--- src/rtl/cpu_pkg.sv ---
// Shared definitions for the 16-bit CPU front end: default datapath width,
// reset vector and the fetch-stage state encoding.
package cpu_pkg;

    localparam int              CPU_WIDTH        = 16;
    localparam logic [15:0]     CPU_RESET_VECTOR = 16'h0000;

    typedef enum logic [1:0] {
        IDLE = 2'd0,
        REQ  = 2'd1,
        HOLD = 2'd2
    } fetch_state_t;

endpackage

--- src/rtl/pc_reg.sv ---
// Program counter register. A branch load has priority over the
// post-delivery increment; otherwise the value holds. The next-state value
// is exported so the fetch FSM can latch the address of a back-to-back
// request in the same edge that advances the PC.
module pc_reg #(
    parameter int               WIDTH        = 16,
    parameter logic [WIDTH-1:0] RESET_VECTOR = '0,
    parameter int               PC_INC       = 1
) (
    input  logic             clk,
    input  logic             rst_n,
    input  logic             load_i,
    input  logic [WIDTH-1:0] load_val_i,
    input  logic             inc_i,
    output logic [WIDTH-1:0] pc_d_o,
    output logic [WIDTH-1:0] pc_o
);

    logic [WIDTH-1:0] pc_q;
    logic [WIDTH-1:0] pc_d;

    // Next PC: branch load, else wrap-around increment, else hold.
    always_comb begin
        pc_d = pc_q;
        if (load_i) begin
            pc_d = load_val_i;
        end else if (inc_i) begin
            pc_d = pc_q + WIDTH'(PC_INC);
        end
    end

    // PC storage with asynchronous reset to the reset vector.
    always_ff @(posedge clk or negedge rst_n) begin
        if (!rst_n) begin
            pc_q <= RESET_VECTOR;
        end else begin
            pc_q <= pc_d;
        end
    end

    assign pc_d_o = pc_d;
    assign pc_o   = pc_q;

endmodule

--- src/rtl/pc_fetch_unit.sv ---
// Program-counter and instruction-fetch stage.
//
//   state | meaning
//   IDLE  | first cycle out of reset, no request yet
//   REQ   | request outstanding at imem_addr, waiting for imem_ack
//   HOLD  | stalled between requests, imem_req low
//
// A branch while a request is outstanding sets flush so the word that is
// still in flight at the old address gets dropped when its ack returns.
module pc_fetch_unit
    import cpu_pkg::*;
#(
    parameter int               WIDTH        = CPU_WIDTH,
    parameter logic [WIDTH-1:0] RESET_VECTOR = WIDTH'(CPU_RESET_VECTOR),
    parameter int               PC_INC       = 1
) (
    input  logic             clk,
    input  logic             rst_n,
    input  logic             stall,
    input  logic             branch_en,
    input  logic [WIDTH-1:0] branch_target,
    output logic             imem_req,
    output logic [WIDTH-1:0] imem_addr,
    input  logic             imem_ack,
    input  logic [WIDTH-1:0] imem_rdata,
    output logic             instr_valid,
    output logic [WIDTH-1:0] instr,
    output logic [WIDTH-1:0] instr_pc,
    output logic [WIDTH-1:0] pc
);

    fetch_state_t     state_q;
    fetch_state_t     state_d;
    logic             flush_q;
    logic             imem_req_q;
    logic [WIDTH-1:0] imem_addr_q;
    logic             instr_valid_q;
    logic [WIDTH-1:0] instr_q;
    logic [WIDTH-1:0] instr_pc_q;
    logic [WIDTH-1:0] pc_q;
    logic [WIDTH-1:0] pc_d;

    logic ack_acc;
    logic deliver;
    logic start_req;

    // Acks are only honoured while a request is actually outstanding.
    assign ack_acc   = (state_q == REQ) && imem_ack;
    assign deliver   = ack_acc && !flush_q && !branch_en;
    assign start_req = (state_d == REQ) && ((state_q != REQ) || ack_acc);

    pc_reg #(
        .WIDTH        (WIDTH),
        .RESET_VECTOR (RESET_VECTOR),
        .PC_INC       (PC_INC)
    ) u_pc_reg (
        .clk        (clk),
        .rst_n      (rst_n),
        .load_i     (branch_en),
        .load_val_i (branch_target),
        .inc_i      (deliver),
        .pc_d_o     (pc_d),
        .pc_o       (pc_q)
    );

    // Next fetch state; stall only gates the start of a new request.
    always_comb begin
        state_d = state_q;
        case (state_q)
            IDLE:    state_d = stall ? HOLD : REQ;
            REQ:     if (imem_ack) state_d = stall ? HOLD : REQ;
            HOLD:    state_d = stall ? HOLD : REQ;
            default: state_d = IDLE;
        endcase
    end

    // FSM state, flush tracking and all registered outputs.
    always_ff @(posedge clk or negedge rst_n) begin
        if (!rst_n) begin
            state_q       <= IDLE;
            flush_q       <= 1'b0;
            imem_req_q    <= 1'b0;
            imem_addr_q   <= RESET_VECTOR;
            instr_valid_q <= 1'b0;
            instr_q       <= '0;
            instr_pc_q    <= '0;
        end else begin
            state_q       <= state_d;
            imem_req_q    <= (state_d == REQ);
            instr_valid_q <= deliver;
            if (start_req) begin
                imem_addr_q <= pc_d;
            end
            if (deliver) begin
                instr_q    <= imem_rdata;
                instr_pc_q <= pc_q;
            end
            if (ack_acc) begin
                flush_q <= 1'b0;
            end else if (branch_en && (state_q == REQ)) begin
                flush_q <= 1'b1;
            end
        end
    end

    assign imem_req    = imem_req_q;
    assign imem_addr   = imem_addr_q;
    assign instr_valid = instr_valid_q;
    assign instr       = instr_q;
    assign instr_pc    = instr_pc_q;
    assign pc          = pc_q;

endmodule

--- config.mk ---
export PLATFORM = sky130hd
export DESIGN_NAME = pc_fetch_unit
export DESIGN_NICKNAME = d
export VERILOG_FILES = /design/src/rtl/cpu_pkg.sv /design/src/rtl/pc_reg.sv /design/src/rtl/pc_fetch_unit.sv
export SDC_FILE = /design/constraint.sdc
export NUM_CORES = 1
export LEC_CHECK = 0
export CORE_ASPECT_RATIO = 0.7
export CORE_MARGIN = 5
export CORE_UTILIZATION = 35
export DETAILED_ROUTE_END_ITERATION = 8
export PLACE_DENSITY = 0.72
export SYNTH_ARGS = -nofsm -noshare
export SYNTH_HDL_FRONTEND = slang
export SYNTH_SLANG_ARGS = --single-unit
--- constraint.sdc ---
create_clock -name clk -period 3.9 [get_ports clk]
set_clock_uncertainty 0.1 [all_clocks]
set_input_delay 0.39 -clock clk [delete_from_list [all_inputs] [get_ports clk]]
set_output_delay 0.39 -clock clk [all_outputs]
set_load 0.01 [all_outputs]
# Yosys cells after proc, flatten, opt, wreduce, memory -nomap -nowiden
# Cells that the tools add are included.
# word_totals
ff_bits	69
latchBits	0
mem_bits_rw	0
rom_bits	0
in_bits	37
output_inout_bits	66
memories	0
# op_classes
addsub	1
n_mul	0
n_div	0
n_lt_le_gt_ge	0
eq_ne	4
n_shift	0
mux	7
n_bitwise	0
n_reduce_logical	11
# ops
operator	n
2-to-1 mux 16 bit	2
adder 16 x 1 -> 16 bit, second input constant	1
logical AND 1 bit	5
== test 2 x 1 -> 1 bit, second input constant	2
2-to-1 mux 2 bit	2
case mux 2 bit (2 select lines)	1
== test 2 bit, second input constant	1
zero test 1 bit	2
zero test 2 bit	1
2-to-1 mux 1 bit	2
!= test 2 x 1 -> 1 bit, second input constant	1
nonzero test 2 bit	1
OR reduction 2 bit	1
logical OR 1 bit	1

# Depth between registers and ports, before layout
# depth
depth_word	6
ltp_mapped	7

# By module
# A second synthesis with hierarchy kept.
# unflattened
hier_cells	215
hier_area_um2	2929.1
# by_module_without_submodules
module	instances	cells_each	area_per_inst_um2	seq_area_each_um2
pc_fetch_unit	1	117	1999.4	1326.3
pc_reg	1	98	929.6	400.4

# Worst setup path after synthesis
# No wires, ideal clock.
# synth_path
path_type	register to register
startpoint	register u_pc_reg.pc_q[0] (netlist: u_pc_reg.pc_o[0])
endpoint	register imem_addr_q[10] (netlist: imem_addr[10])
setup_time_ns	0.069
arrival_ns	1.653
t_required_ns	3.731
path_slack_ns	2.078
stages_incl_launch_ff	6
path_buffers	0
path_cell_list	dfrtp_1 > ha_1 > and4bb_2 > nand4_4 > or4_1 > nand3_1
# synth_via
elab_chain_len	3
# synth_lines
item	line	source
start, declared	pc_reg.sv:19	logic [WIDTH-1:0] pc_q;
start signal, assigned	pc_reg.sv:37	pc_q <= pc_d;
adder 16 x 1 -> 16 bit	pc_reg.sv:28	pc_d = pc_q + WIDTH'(PC_INC);
2-to-1 mux 16 bit	pc_reg.sv:27	end else if (inc_i) begin
2-to-1 mux 16 bit	pc_reg.sv:25	if (load_i) begin
end signal, assigned	pc_fetch_unit.sv:92	imem_addr_q <= pc_d;
end, declared	pc_fetch_unit.sv:36	logic [WIDTH-1:0] imem_addr_q;
# No other way between the ends.
# A chain may end at the register's enable or synchronous reset.

# Final worst setup path
# layout_path
startpoint	register state_q[0]
endpoint	register instr_q[1] (netlist: instr[1])
# layout_via
elab_chain_len	4
# layout_lines
item	line	source
start, declared	pc_fetch_unit.sv:32	fetch_state_t state_q;
start signal, assigned	pc_fetch_unit.sv:88	state_q <= state_d;
== test 2 x 1 -> 1 bit	pc_fetch_unit.sv:48	assign ack_acc = (state_q == REQ) && imem_ack;
logical AND 1 bit	pc_fetch_unit.sv:48	
logical AND 1 bit (2 in series)	pc_fetch_unit.sv:49	assign deliver = ack_acc && !flush_q && !branch_en;
end signal, assigned	pc_fetch_unit.sv:95	instr_q <= imem_rdata;
end, declared	pc_fetch_unit.sv:38	logic [WIDTH-1:0] instr_q;
# No other way between the ends.

==> out/qor.yml <==
multi_input_area_um2: 1380
endpoint_kind: "register"
startpoint: "state_q[0]"
hold_violations: 0
cts_max_path_buffers: 2
track_usage: 0.165
ys_types: 50
path_class: "register to register"
critPathRequiredTime_ns: 4.01
ys_seq_elements: 69
hold_buffers: 0
numCtsBuffers: 9
synthTopCellsByArea: "dfrtp_1 (54%), nand2_1 (8.0%), mux2_2 (6.6%), nand3_1 (2.9%), nand4_1 (1.7%)"
critPathMaxFanout: 17
dr_wl_met2_mm: 3.87
grt_max_degree: 70
worst_pin_slew_ns: 0.855
period_share: 0.569
core_um2: 9030
seq_area_um2: 1730
synth_nets: 350
reg2reg_from: "state_q[0]"
wl_met1_mm: 4.17
max_slew_margin: 0.430
clkTransAtPathRegs_ns: 0.05
maxUsedRoutingLayer: "met4"
synth_top_flop_cell: "dfrtp_1"
ios: 103
drv_slew: 0
synth_top_area_share: 0.536
rsz0062_at_grt: "no"
drtIter0Drc: 184
postRouteWirelength_mm: 8.93
setup_tns_ns: 0
n_antenna_cell: 0
arrival_ns: 2.33
final_cell_mix: "clkdlybuf4s50_1 (101), nand2_1 (69), dfrtp_1 (69), nand3_1 (19), mux2_2 (19)"
overflow: 0
io_buffers: 102
ant_nets: 0
syn_avg_cell_area_um2: 10.3
die_w_um: 125
cts_tree: "done"
area_growth_pct: 42.4
syn-instance-count: 312
drc: 0
cts_setup_buffers: 0
grt_pass1_vias: 2820
max_cap_viol_count: 0
place_congestion: 0.809
cts_resized: 0
async_reset_ff_frac: 1.00
clk-insertion-delay-late_ns: 0.34
start_util: 0.357
fillerInstances: 809
peakVddDrop_v: 0.000320
wl_per_cell_um: 16.7
cts_sinks: 69
row_count: 29
synth_top_area_cell: "dfrtp_1"
wl_met3_um: 761
grt_pass1_wl_mm: 14.9
die_h_um: 90.3
startpoint_type: "register"
nNetsFinal: 445
die-area_um2: 11300
via_per_inst: 5.17
layout-drive-gt1-share: 0.0973
status: "finished, final reports clean"
powerDensity_nw_per_um2: 582
htreeDepth: 3
netlist_area_um2: 3220
setup_violations: 0
dr.pass1.iters: 4
final_common_cell: "clkdlybuf4s50_1"
p_leak_nw: 1.97
whs_ns: 0.0766
hpwl_mm: 6.28
fin_crit_ns: 2.22
cts_root_buf: "clkbuf_16"
ys.warnings.count: 0
vias: 2764
fmax_mhz: 451
synth_edf_count: 0
ys_seq_area_frac: 0.536
grt_antenna_before_repair: 0
hp-class: "input pin to async pin"
cell families (layout without fill, tap and decap cells):
group,after synthesis,in the layout,share of synthesized area
compound gates,49,49,0.106
xor+xnor,6,6,0.0163
simple gates,139,139,0.225
buf+inv,26,125,0.0380
fa+ha+maj,1,1,0.00388
flops,69,69,0.536
mux,22,22,0.0757
layout make-up:
type                    count  area share
flip-flops and latches     69       0.376
clock buffers              13      0.0523
inverters                   5     0.00409
multi-input cells         217       0.299
repair buffers            105       0.227
well taps                 124      0.0338
clock inverters             2     0.00763
registers in the layout (all words and copies together), names as in the netlist:
signal,flops
imem_addr,16
instr,16
instr_pc,16
state_q,2
u_pc_reg.pc_o,16
imem_req,1
flush_q,1
instr_valid,1
routing by layer:
layer  track usage  vias up
met4        0.0484        0
met3        0.0691       13
met1         0.227     1341
met2         0.237      106
li1              -     1304
met5             0        -
synth_stat cells, types with 6 or more instances:
cell type / count
mux2_2: 19
nand2b_1: 7
buf_2: 11
and4_1: 6
a21oi_1: 7
nand2_1: 69
nand3_1: 19
nand4_1: 9
o21ai_0: 10
a211oi_1: 7
dfrtp_1: 69
clkbuf_1: 8
nor2_1: 9
worst max-delay path: stages (launching register included):
cell and delay (ns):
dfrtp_1 0.57, and3b_1 0.39, nand2_2 0.27, clkinv_1 0.47, nand2_1 0.22, nand2_1 0.07
stage by stage:
stage               cells  area [um2]  utilization  total power [W]  setup slack (ns)
floorplan             312        3220            -          0.00139              2.08
global placement      520        4320        0.478          0.00190              1.45
detailed placement    520        4320        0.478          0.00192              1.36
CTS                   535        4590        0.508          0.00270              1.66
global route          535        4590        0.508          0.00282              1.44
finish                535        4590        0.508          0.00267              1.68
path summary, 6_finish.rpt:
kind / to / slack [ns] / cells past startpoint
worst max-delay path: instr[1] / 1.68 / 5
worst min-delay path: instr_pc[0] / 0.08 / 1
worst max register to register: instr[1] / 1.68 / 5
worst min register to register: instr[8] / 0.38 / 2
max in group asynchronous: instr[7] / 3.07 / 1
min in group clk: instr[8] / 0.38 / 2
power breakdown:
| part | switching (W) | internal (W) |
|---|---|---|
| sequential | 0.000149 | 0.000919 |
| combinational | 0.000333 | 0.000498 |
| clock | 0.000281 | 0.000491 |
| total | 0.000763 | 0.00191 |
Note: power is estimated with default switching activity, not from simulation.
